$ cat src/rtl/seg_scan_ctrl.sv
// Eight-digit multiplexed display scanner: steps through digit slots, double-buffers
// the displayed word so it only changes between frames, and drives active-low anodes.
module seg_scan_ctrl #(
  parameter int CLK_DIV = 100000,
  parameter int DEAD    = 2000
) (
  input  logic        clk,
  input  logic        rst,
  input  logic [31:0] din,
  input  logic        load,
  input  logic [7:0]  digit_en,
  input  logic        blank_lz,
  output logic [31:0] data_out,
  output logic [2:0]  sel,
  output logic [7:0]  an,
  output logic        frame_done
);

  localparam int CW = $clog2(CLK_DIV);
  localparam logic [CW-1:0] CNT_LAST = CW'(CLK_DIV - 1);

  logic [CW-1:0] cnt_reg, cnt_next;
  logic [2:0]    sel_reg, sel_next;
  logic [31:0]   data_reg, data_next;
  logic [31:0]   shadow_reg, shadow_next;
  logic          pending_reg, pending_next;
  logic          frame_done_reg, frame_done_next;
  logic          rst_hold_reg;

  logic          slot_end;
  logic          frame_end;
  logic          lit_window;
  logic [7:0]    visible;

  assign slot_end  = (cnt_reg == CNT_LAST);
  assign frame_end = slot_end && (sel_reg == 3'd7);

  // With no dead time the anode is lit for the whole slot; avoids a constant compare.
  generate
    if (DEAD == 0) begin : g_no_dead
      assign lit_window = 1'b1;
    end else begin : g_dead
      localparam logic [CW-1:0] DEAD_CNT = CW'(DEAD);
      assign lit_window = (cnt_reg >= DEAD_CNT);
    end
  endgenerate

  // Digit k is a leading zero when nibbles k..7 of the displayed word are all zero.
  genvar gi;
  generate
    for (gi = 0; gi < 8; gi++) begin : g_vis
      if (gi == 0) begin : g_lsd
        assign visible[gi] = digit_en[gi];
      end else begin : g_upper
        assign visible[gi] = digit_en[gi] &
                             ~(blank_lz & (data_reg[31:4*gi] == '0));
      end
    end
  endgenerate

  always_comb begin
    cnt_next        = slot_end ? '0 : cnt_reg + 1'b1;
    sel_next        = slot_end ? sel_reg + 3'd1 : sel_reg;
    frame_done_next = frame_end;
    data_next       = data_reg;
    shadow_next     = shadow_reg;
    pending_next    = pending_reg;

    if (load && frame_end) begin
      data_next    = din;
      shadow_next  = din;
      pending_next = 1'b0;
    end else begin
      if (frame_end && pending_reg) begin
        data_next    = shadow_reg;
        pending_next = 1'b0;
      end
      if (load) begin
        shadow_next  = din;
        pending_next = 1'b1;
      end
    end
  end

  always_ff @(posedge clk) begin
    if (rst) begin
      cnt_reg        <= '0;
      sel_reg        <= 3'd0;
      data_reg       <= 32'd0;
      shadow_reg     <= 32'd0;
      pending_reg    <= 1'b0;
      frame_done_reg <= 1'b0;
      rst_hold_reg   <= 1'b1;
    end else begin
      cnt_reg        <= cnt_next;
      sel_reg        <= sel_next;
      data_reg       <= data_next;
      shadow_reg     <= shadow_next;
      pending_reg    <= pending_next;
      frame_done_reg <= frame_done_next;
      rst_hold_reg   <= 1'b0;
    end
  end

  // rst_hold_reg keeps the anodes dark while reset is held, even when DEAD is 0.
  assign an = (!rst_hold_reg && lit_window && visible[sel_reg]) ?
              ~(8'd1 << sel_reg) : 8'hFF;

  assign data_out   = data_reg;
  assign sel        = sel_reg;
  assign frame_done = frame_done_reg;

endmodule

$ cat config.mk
export PLATFORM = sky130hd
export DESIGN_NAME = seg_scan_ctrl
export DESIGN_NICKNAME = d
export VERILOG_FILES = /design/src/rtl/seg_scan_ctrl.sv
export SDC_FILE = /design/constraint.sdc
export NUM_CORES = 1
export LEC_CHECK = 0
export BUFFER_PORTS_ARGS = -buffer_cell sky130_fd_sc_hd__buf_2
export CORE_ASPECT_RATIO = 0.75
export CORE_UTILIZATION = 35
export DETAILED_ROUTE_END_ITERATION = 8
export SYNTH_ARGS = -nofsm -noshare
export SYNTH_HDL_FRONTEND = slang
export SYNTH_SLANG_ARGS = --single-unit
$ cat constraint.sdc
create_clock -name clk -period 2.4 [get_ports clk]
set_input_delay 0.24 -clock clk [delete_from_list [all_inputs] [get_ports clk]]
set_output_delay 0.24 -clock clk [all_outputs]
set_load 0.05 [all_outputs]
After elaboration in Yosys (flattened, before gate mapping)

Cells that the tools add are included.

$add $sub $neg: 2
Magnitude comparators: 2
Eq/ne operators: 2
Shifts and indexed selects: 1
Muxes and demuxes: 10
Bitwise gates (word level): 22
Reduce and logical (&&, ||, !) cells: 18

Operator list:

| kind                                                                         | number |
|---|---|
| 32-bit 2-to-1 mux                                                            | 4 |
| 28-bit logical NOT                                                           | 1 |
| 24-bit logical NOT                                                           | 1 |
| 20-bit logical NOT                                                           | 1 |
| 17-bit by 1-bit adder with 17-bit output, second input constant              | 1 |
| 17-bit == test, second input constant                                        | 1 |
| 17-bit by 11-bit >= comparator with 1-bit output, second input constant      | 1 |
| 16-bit logical NOT                                                           | 1 |
| 1-bit bitwise AND                                                            | 14 |
| 12-bit logical NOT                                                           | 1 |
| 8-bit logical NOT                                                            | 1 |
| 8-bit 2-to-1 mux                                                             | 1 |
| 8-bit NOT                                                                    | 1 |
| 1-bit by 3-bit left shift with 8-bit output, first input constant            | 1 |
| 1-bit NOT                                                                    | 7 |
| 2-bit nonzero test                                                           | 3 |
| 1-bit logical AND                                                            | 5 |
| 4-bit logical NOT                                                            | 1 |
| 3-bit by 4-bit less-than comparator with 1-bit output, second input constant | 1 |
| 1-bit 2-to-1 mux                                                             | 4 |
| 2-bit OR reduction                                                           | 2 |
| 3-bit by 1-bit adder with 3-bit output, second input constant                | 1 |
| 1-bit binary-select mux with 3-bit select                                    | 1 |
| 3-bit == test, second input constant                                         | 1 |
| 1-bit logical NOT                                                            | 1 |

Register bits after elaboration: 87
Input port bits: 44
Output and inout port bits: 44
Word-level logic and storage cells: 64

Longest topological paths before layout

Gate-level depths: netlist (run 1).

Depth in word-level cells: 8
Depth in mapped cells: 8
Depth with buffers taken out: 6

Worst setup path before layout (run 1)

No wires, ideal clock.

Path type: register -> output
Start point: reg sel_reg[0] (netlist: sel[0])
End point: out an[3]
Data arrival time: 2.091 ns
Required time: 2.160 ns
Path slack: 0.069 ns
Cell stages (with the launch flop): 7
Path buffers: 1
Path through: dfxtp_1 -> clkbuf_1 -> nand2_1 -> a21oi_1 -> a311oi_1 -> a211oi_1 -> nand3_1

Word-level cells in the longest chain between the ends: 4
Elaborated cells on any way between the ends: 6
Classes of those cells: 1 x shift; 3 x mux; 1 x bitwise; 1 x reduce/logical

RTL lines:

| element                                   | line | source |
|---|---|---|
| start, declared                           | 23   | `logic [2:0] sel_reg, sel_next;` |
| start signal, assigned                    | 96   | `sel_reg <= sel_next;` |
| 1-bit binary-select mux with 3-bit select | 106  | `assign an = (!rst_hold_reg && lit_window && visible[sel_reg]) ?` |
| 1-bit 2-to-1 mux (not written as such)    | 106  |  |
| 1-bit logical AND                         | 106  |  |
| 8-bit 2-to-1 mux (*)                      | 106  |  |
| end, declared                             | 15   | `output logic [7:0] an,` |

Every way passes the cells marked *; elsewhere a longest branch is shown, timed or not. The select of a mux whose other input is x is not followed.

Worst setup path in the final report (run 1)

Start point: reg data_reg[19] (netlist: data_out[19])
End point: out an[7]

Word-level cells in the longest chain between the ends: 8
Elaborated cells on any way between the ends: 20
Classes of those cells: 3 x mux; 12 x bitwise; 5 x reduce/logical

RTL lines:

| element                                       | line | source |
|---|---|---|
| start, declared                               | 24   | `logic [31:0] data_reg, data_next;` |
| start signal, assigned                        | 97   | `data_reg <= data_next;` |
| 28-bit logical NOT (tied with other cells)    | 56   | `~(blank_lz & (data_reg[31:4*gi] == '0));` |
| 1-bit bitwise AND                             | 56   |  |
| 1-bit NOT                                     | 56   |  |
| 1-bit bitwise AND                             | 55   | `assign visible[gi] = digit_en[gi] &` |
| 1-bit binary-select mux with 3-bit select (*) | 106  |  |
| 1-bit 2-to-1 mux (not written as such) (*)    | 106  |  |
| 1-bit logical AND (*)                         | 106  |  |
| 8-bit 2-to-1 mux (*)                          | 106  |  |

Marked as above.

==> results_dict.tcl, run 1 <==
set metrics [dict create \
    leakage_uw 0.00216 \
    synth_compound_area_share_pct 12.8 \
    first_iter_violations 151 \
    final_cell_area_sq_mm 0.00512 \
    syn-num-nets 491 \
    rsz0062_at_grt "true" \
    drv_slew 0 \
    power-per-cell-area_mw_per_mm2 644 \
    dp_hpwl_um 6690 \
    grt_pass1_wl_um 16000 \
    htreeDepth 3 \
    dieArea_sq_mm 0.0119 \
    synth_area_sq_mm 0.00402 \
    gp_congestion 0.798 \
    fin_ws_ps 40.3 \
    slew_headroom_pct 58.9 \
    critical_path_class "reg2out" \
    endpoint "an[7]" \
    die_h_um 94.8 \
    final_layout_size_suffix_gt1_share_pct 32.5 \
    reg2reg_depth 6 \
    timing.fmax_ghz 0.424 \
    synth.yosys.seq_area_share_pct 43.4 \
    yosysTopAreaCellShare_pct 43.4 \
    final_cells 669 \
    fp.dieW_um 126 \
    r2r_end "data_out[25]$_SDFFE_PP0P_" \
    ys_ff_latch 87 \
    hold_violations 0 \
    startpoint_type "register" \
    portBuffers 87 \
    synth_top_family_by_area "simple AND/OR/NAND/NOR gates" \
    pre_cts_ws_ps -138 \
    synth.distinct_cells 40 \
    grt_max_degree 35 \
    yosys-top-cells-area "dfxtp_1 (43%), o31ai_2 (9.7%), nor2_1 (8.4%), mux2i_1 (8.2%), nor2b_1 (5.1%)" \
    required_ps 2160 \
    clk_path_buf_depth 2 \
    place_inst 651 \
    root_buffer "clkbuf_16" \
    endpoint_kind "primary output" \
    syn_to_final_growth_pct 27.4 \
    nFillCells 1056 \
    layout.nets 576 \
    track_usage_pct 17.2 \
    final_util_pct 46.3 \
    r2r_slack_ps 170 \
    placed_area_sq_mm 0.00458 \
    grt_remaining_overflow 0 \
    yosys.area_share.simple_pct 24.9 \
    fin_worst_skew_ps 6.36 \
    antenna_cells 0 \
    postRouteAntennaNets 0 \
    drt_drc_violations_left 0 \
    cts_sinks 87 \
    synth-adder-area-share_pct 2.49 \
    syn_avg_cell_area_sq_um 9.15 \
    reg2reg_from "cnt_reg[9]$_SDFF_PP0_" \
    clock_latency_ps 340 \
    grt_pass1_vias 3202 \
    num_rows 33 \
    ys.warnings.count 0 \
    cts.clk_slew.worst_paths_ps 60 \
    max-vdd-ir-drop_mv 0.372 \
    synth_xor_area_share_pct 3.05 \
    status "complete, no violations" \
    min_period_ps 2360 \
    cts_tree "done" \
    cap_viol_max_count 0 \
    num_vias 3355 \
    pin_count 88 \
    critPathMaxFanout 3 \
    cts_hold_buf 0 \
    postSynthCellCount 439 \
    viasPerCell 5.01 \
    worstSetupStartpoint "data_out[19]$_SDFFE_PP0P_" \
    worstHoldStart "din[21]" \
    wire_per_inst_um 15.1 \
    routed_wl_um 10100 \
    yosysTopAreaCell "dfxtp_1" \
    core_area_sq_mm 0.0111 \
    min_path_type "in2reg" \
    numCtsBuffers 9 \
    antenna_found_initial 1 \
    firstDrtPassIters 6 \
    setup_violations 0 \
    max_slew.worst_pin.slew_ps 616 \
    cp.arrival_ps 2120 \
    period_share_pct 98.3 \
    start_util_pct 36.3 \
    synthMuxAreaShare_pct 8.50 \
]
timing repair:
action / in CTS / in global routing
gates cloned: 0 / 1
pin swaps: 1 / 15
gates resized for setup: 16 / 24
setup endpoints to repair: 8 / 10
buffers inserted: 0 / 1
worst min-delay path by stage:
| stage | endpoint | depth (start not counted) | slack [ps] |
|---|---|---|---|
| 3_5_place_dp | data_out[1]$_SDFFE_PP0P_ | 2 | 450 |
| 5_1_grt | shadow_reg[21]$_SDFFE_PP0P_ | 3 | 150 |
| 6_report | shadow_reg[21]$_SDFFE_PP0P_ | 3 | 150 |
| 3_3_place_gp | data_out[0]$_SDFFE_PP0P_ | 2 | 450 |
| 4_1_cts | shadow_reg[21]$_SDFFE_PP0P_ | 3 | 140 |
| 2_1_floorplan | rst_hold_reg$_DFF_P_ | 0 | 270 |
cells by family after synthesis:
family / count (synthesis)
adder cells (fa/ha/maj): 8
AO/OA/AOI/OAI: 49
XOR/XNOR: 14
AND/OR/NAND/NOR: 211
flip-flops: 87
buffers and inverters: 36
multiplexers: 34
critical path: stages, from the launching register on:
cell	delay (ps)
dfxtp_1	350
nor4_4	300
buf_4	180
nand4_1	160
o211ai_1	310
a32oi_2	180
nand3_1	130
buf_6	160
synth_stat cells (all sizes together):
master  number
a31oi        1
xor2         7
nand4b       1
or2          1
a211oi       2
buf          9
nor2b       33
mux2i       33
a21oi        3
and4         2
xnor2        7
and2         1
a32oi        1
nand4        8
nand3       13
nor2        90
a21o         1
nand3b       1
o31ai       33
ha           8
or4          1
inv         10
mux2         1
o21ai        2
and3         2
o211ai       4
or4bb        1
nor3         4
clkbuf      17
dfxtp       87
nor4         7
nand2       44
a311oi       2
or3          2
where the power goes:
part / total, uW / switching [uW] / internal [uW]
clock: 1580 / 577 / 999
combinational: 218 / 125 / 92.6
sequential: 1500 / 21.5 / 1480
per-layer routing:
metal  vias to the layer above  global-route usage, %  part of all wire (%)
li1                       1665                      -                     -
met1                      1593                   22.0                    48
met2                        85                   27.5                    45
met3                        10                   6.18                   5.9
met4                         2                   4.27                  0.70
met5                         -                      0                 0.099
final cells by class:
type	instances	area [sq um]	share of cell area, %
Multi-Input combinational cell	317	2230	43.5
Sequential cell	87	1750	34.2
Timing Repair Buffer	99	588	11.5
Clock buffer	12	267	5.21
Tap cell	140	175	3.42
Clock inverter	4	76.3	1.49
Inverter	10	37.5	0.733
stage by stage:
stage                     hold WS (ps)  TNS, ps  power [uW]
after global routing               148     -484        3420
after detailed placement           446     -689        1750
after global placement             449     -646        1740
after CTS                          143    -5.95        3320
final                              152        0        3300
after floorplan                    268        0        1670
layout by cell type (no fill, tap or decap), types with 2 or more instances in the layout:
| master | n |
|---|---|
| a21oi_1 | 3 |
| a311oi_2 | 2 |
| a31oi_4 | 2 |
| and3_1 | 2 |
| buf_2 | 79 |
| buf_4 | 11 |
| buf_6 | 8 |
| bufinv_16 | 2 |
| clkbuf_16 | 9 |
| clkbuf_8 | 3 |
| dfxtp_1 | 81 |
| dfxtp_2 | 6 |
| ha_1 | 8 |
| inv_1 | 10 |
| mux2i_1 | 33 |
| nand2_1 | 43 |
| nand3_1 | 12 |
| nand4_1 | 8 |
| nor2_1 | 90 |
| nor2b_1 | 33 |
| nor3_1 | 4 |
| nor4_4 | 5 |
| o211ai_1 | 4 |
| o21ai_0 | 2 |
| o31ai_2 | 32 |
| or3_1 | 2 |
| xnor2_1 | 7 |
| xor2_1 | 7 |
Power figures use the tool's default switching activity.
==> run 2: changes to the inputs <==
CORE_UTILIZATION = 48   (was 35)
CTS_BUF_LIST = sky130_fd_sc_hd__clkbuf_8   (was unset)
PLACE_DENSITY = 0.72   (was unset)
REMOVE_ABC_BUFFERS = 1   (was unset)
==> results_dict.tcl, run 2 (same netlist as run 1, synthesis figures left out) <==
set metrics [dict create \
    status "complete, no violations" \
    place_inst 616 \
    final_cells 633 \
    final_cell_area_sq_mm 0.00489 \
    numCtsBuffers 9 \
    drt_drc_violations_left 0 \
    final_cell_mix "nor2_1 (90), dfxtp_1 (81), buf_2 (79)" \
    timing.fmax_ghz 0.426 \
    final_common_cell "nor2_1" \
    max-vdd-ir-drop_mv 0.350 \
    track_usage_pct 21.5 \
    min_path_type "in2reg" \
    antenna_found_initial 2 \
    gp_congestion 0.830 \
    multi_input_area_sq_mm 0.00217 \
    leakage_uw 0.00207 \
    start_util_pct 50.3 \
    finalSetupTns_ps 0 \
    portBuffers 87 \
    cts_hold_buf 0 \
    cap_viol_max_count 0 \
    layout.nets 575 \
    setup_violations 0 \
    wl_met3_um 611 \
    grt_remaining_overflow 0 \
    rsz0062_at_grt "true" \
    clk_path_buf_depth 2 \
    htreeDepth 3 \
    fp.dieW_um 108 \
    power-per-cell-area_mw_per_mm2 563 \
    max_slew.worst_pin.slew_ps 954 \
    pre_cts_ws_ps -37.5 \
    nFillCells 696 \
    core_area_sq_mm 0.00799 \
    root_buffer "clkbuf_8" \
    hold_violations 0 \
    dp_hpwl_um 6430 \
    period_share_pct 97.9 \
    antenna_cells 0 \
    dieArea_sq_mm 0.00874 \
    grt_pass1_vias 3028 \
    grt_pass1_wl_um 14300 \
    first_iter_violations 93 \
    cts_tree "done" \
    placed_area_sq_mm 0.00452 \
    routed_wl_um 9190 \
    num_vias 3269 \
    top_layer "met5" \
    firstDrtPassIters 4 \
    drv_slew 0 \
    postRouteAntennaNets 0 \
    syn_to_final_growth_pct 21.6 \
    cts.clk_slew.worst_paths_ps 80 \
    met2_wirelength_um 4170 \
    critPathMaxFanout 4 \
    seq_area_sq_mm 0.00175 \
    wl_met1_um 4340 \
    cp.arrival_ps 2110 \
    final_layout_size_suffix_gt1_share_pct 31.8 \
    fin_ws_ps 51.4 \
    fin_worst_skew_ps 7.52 \
    num_rows 28 \
    grt_max_degree 66 \
    endpoint_kind "primary output" \
    required_ps 2160 \
    die_h_um 81.2 \
    cts_sinks 87 \
    pin_count 88 \
    viasPerCell 5.16 \
    critical_path_class "reg2out" \
    slew_headroom_pct 36.4 \
    clock_latency_ps 350 \
    final_util_pct 61.2 \
    startpoint_type "register" \
    wire_per_inst_um 14.5 \
    min_period_ps 2350 \
]
[run 2: changes by cell type in the layout (fill, tap and decap cells not counted), moves of 2 or more]
| cell | delta |
|---|---|
| nor4_1 | +2 |
| clkbuf_8 | +7 |
| buf_8 | +2 |
| clkinvlp_4 | +2 |
| buf_6 | -2 |
| nor4_4 | -2 |
| clkbuf_16 | -9 |
[run 2: path summary, 6_finish.rpt]
check	startpoint	to	slack, ps	cells past startpoint
worst max register to register	cnt_reg[9]$_SDFF_PP0_	data_out[21]$_SDFFE_PP0P_	200	6
worst max-delay path	data_out[31]$_SDFFE_PP0P_	an[2]	50	7
worst min register to register	data_out[2]$_SDFFE_PP0P_	data_out[2]$_SDFFE_PP0P_	470	2
worst min-delay path	din[26]	shadow_reg[26]$_SDFFE_PP0P_	130	3
[run 2: critical path, cell delays in order (launching register included)]
cell	delay, ps
dfxtp_1	330
nor4_1	280
buf_4	180
nand4_1	210
o211ai_1	290
nand3_1	160
nand4_1	130
buf_6	170
[run 2: power breakdown]
group	internal, uW	switching (uW)	leakage, uW	total [uW]
clock network	512	530	0.0000947	1040
registers	1480	20.5	0.000712	1500
logic	91.7	119	0.00126	211
[run 2: area by class of cell]
cell class                 count  area share [%]
clock buffer                  10            2.82
clock inverter                 6            1.43
inverter                      10           0.768
multi-input combinational    316            44.3
sequential                    87            35.8
tap                          105            2.69
timing repair buffer          99            12.2
[run 2: per-stage QoR]
step | hold WS (ps) | total power, uW
6_report | 134 | 2750
5_1_grt | 125 | 2870
4_1_cts | 116 | 2780
3_5_place_dp | 444 | 1740
3_3_place_gp | 447 | 1740
2_1_floorplan | 268 | 1640
[run 2: timing repair]
item	CTS	global route
buffers inserted	1	1
resized for setup	21	15
setup endpoints to repair	8	8
pin swaps	7	13
[run 2: per-layer routing]
| metal | global-route usage [%] | vias to the layer above |
|---|---|---|
| met3 | 7.54 | 10 |
| li1 | - | 1657 |
| met2 | 34.8 | 83 |
| met1 | 26.8 | 1515 |
| met5 | 0 | - |
| met4 | 6.99 | 4 |
==> run 3: changes to the inputs <==
CORE_UTILIZATION = 56   (was 48)
PLACE_DENSITY = 0.82   (was 0.72)
==> results_dict.tcl, run 3 (same netlist as run 1, synthesis figures left out) <==
set metrics [dict create \
    status "complete, no violations" \
    critical_path_class "reg2out" \
    period_share_pct 97.2 \
    final_layout_size_suffix_gt1_share_pct 31.9 \
    core_area_sq_mm 0.00686 \
    max_slew.worst_pin.slew_ps 763 \
    numCtsBuffers 9 \
    drt_drc_violations_left 0 \
    final_common_cell "nor2_1" \
    finalSetupTns_ps 0 \
    fin_worst_skew_ps 6.43 \
    cpMaxStageDelayCell "dfxtp_2" \
    final_cell_area_sq_mm 0.00489 \
    leakage_uw 0.00210 \
    max-vdd-ir-drop_mv 0.349 \
    fp.dieW_um 99.8 \
    root_buffer "clkbuf_8" \
    dieArea_sq_mm 0.00752 \
    viasPerCell 5.38 \
    r2r_slack_ps 210 \
    grt_max_degree 65 \
    postRouteAntennaNets 0 \
    rsz0062_at_grt "true" \
    dp_hpwl_um 6610 \
    grt_pass1_wl_um 14800 \
    grt_pass1_vias 3060 \
    num_vias 3379 \
    startpoint_type "register" \
    gp_congestion 0.868 \
    cts.clk_slew.worst_paths_ps 80 \
    htreeDepth 3 \
    power-per-cell-area_mw_per_mm2 581 \
    cts_hold_buf 0 \
    grt_remaining_overflow 0 \
    cap_viol_max_count 0 \
    final_cell_mix "nor2_1 (90), dfxtp_1 (82), buf_2 (79)" \
    clk_path_buf_depth 2 \
    worstSetupStartpoint "data_out[23]$_SDFFE_PP0P_" \
    min_path_type "in2reg" \
    portBuffers 87 \
    drv_slew 0 \
    endpoint_kind "primary output" \
    first_iter_violations 162 \
    die_h_um 75.4 \
    start_util_pct 58.5 \
    cp_cell_sequence "nor4_4 > buf_4 > nand4_1 > a311oi_2 > a211oi_1 > buf_4 > nand3_1 > buf_6" \
    cpMostUsedCell "buf_4" \
    endpoint "an[4]" \
    timing.fmax_ghz 0.429 \
    antenna_cells 0 \
    reg2reg_from "cnt_reg[11]$_SDFF_PP0_" \
    hold_violations 0 \
    required_ps 2160 \
    r2r_end "data_out[30]$_SDFFE_PP0P_" \
    clock_latency_ps 350 \
    num_rows 26 \
    layout.nets 577 \
    min_period_ps 2330 \
    firstDrtPassIters 4 \
    syn_to_final_growth_pct 21.7 \
    slew_headroom_pct 49.2 \
    routed_wl_um 9530 \
    cts_tree "done" \
    track_usage_pct 25.6 \
    reg2reg_depth 6 \
    antenna_found_initial 1 \
    wire_per_inst_um 15.2 \
    max_stage_delay_ps 340 \
    placed_area_sq_mm 0.00452 \
    pin_count 88 \
    cts_sinks 87 \
    setup_violations 0 \
    nFillCells 552 \
    cp.arrival_ps 2090 \
    critPathMaxFanout 5 \
]
[run 3: cell types whose count changed in the layout (fill, tap and decap cells not counted), sizes merged]
cell,delta
clkinvlp,-2
inv,+1
bufinv,+1
buf,+2
[run 3: how the worst min path moves through the flow]
stage	endpoint	start	cells after the start
floorplan	rst_hold_reg$_DFF_P_	rst	0
global placement	data_out[3]$_SDFFE_PP0P_	data_out[3]$_SDFFE_PP0P_	2
detailed placement	data_out[3]$_SDFFE_PP0P_	data_out[3]$_SDFFE_PP0P_	2
CTS	shadow_reg[0]$_SDFFE_PP0P_	din[0]	3
global route	shadow_reg[2]$_SDFFE_PP0P_	din[2]	3
finish	shadow_reg[0]$_SDFFE_PP0P_	din[0]	3
[run 3: timing repair]
action,4_1_cts,5_1_grt
buffers inserted,0,1
endpoints found under the setup margin,8,8
gates resized for setup,24,11
pin swaps,3,8
[run 3: final cells by class]
type | instances | area (sq um) | share of cell area (%)
Multi-Input combinational cell | 316 | 2160 | 44.2
Sequential cell | 87 | 1750 | 35.7
Inverter | 10 | 37.5 | 0.768
Timing Repair Buffer | 101 | 598 | 12.2
Clock buffer | 10 | 138 | 2.81
Tap cell | 98 | 123 | 2.51
Clock inverter | 6 | 85.1 | 1.74
[run 3: metrics by stage]
| stage | hold slack (ps) | power, uW | std cells | setup slack (ps) | utilization, % |
|---|---|---|---|---|---|
| 2_1_floorplan | 268 | 1640 | 413 | -230 | - |
| 3_3_place_gp | 441 | 1740 | 611 | 217 | 65.9 |
| 3_5_place_dp | 449 | 1750 | 611 | 176 | 65.9 |
| 4_1_cts | 120 | 2860 | 627 | 0.166 | 70.6 |
| 5_1_grt | 137 | 2940 | 628 | -37.0 | 71.2 |
| 6_report | 139 | 2840 | 628 | 66.5 | 71.2 |
[run 3: per-layer routing]
layer | GRT usage, % | wire length [um]
met1 | 33.0 | 4310
met2 | 42.1 | 4490
met3 | 8.17 | 688
met4 | 7.19 | 44
met5 | 0 | 0
[run 3: report_power, final]
group / internal [uW] / total [uW] / switching, uW
Combinational: 92.3 / 213 / 121
Sequential: 1480 / 1500 / 21.8
Clock: 611 / 1120 / 513
Total: 2180 / 2840 / 655
[run 3: worst max-delay path, delay by kind of cell (launching register included)]
family | cells | cell delay [ps]
AND/OR/NAND/NOR | 3 | 530
buffers and inverters | 3 | 500
flip-flops | 1 | 340
AO/OA/AOI/OAI | 2 | 370
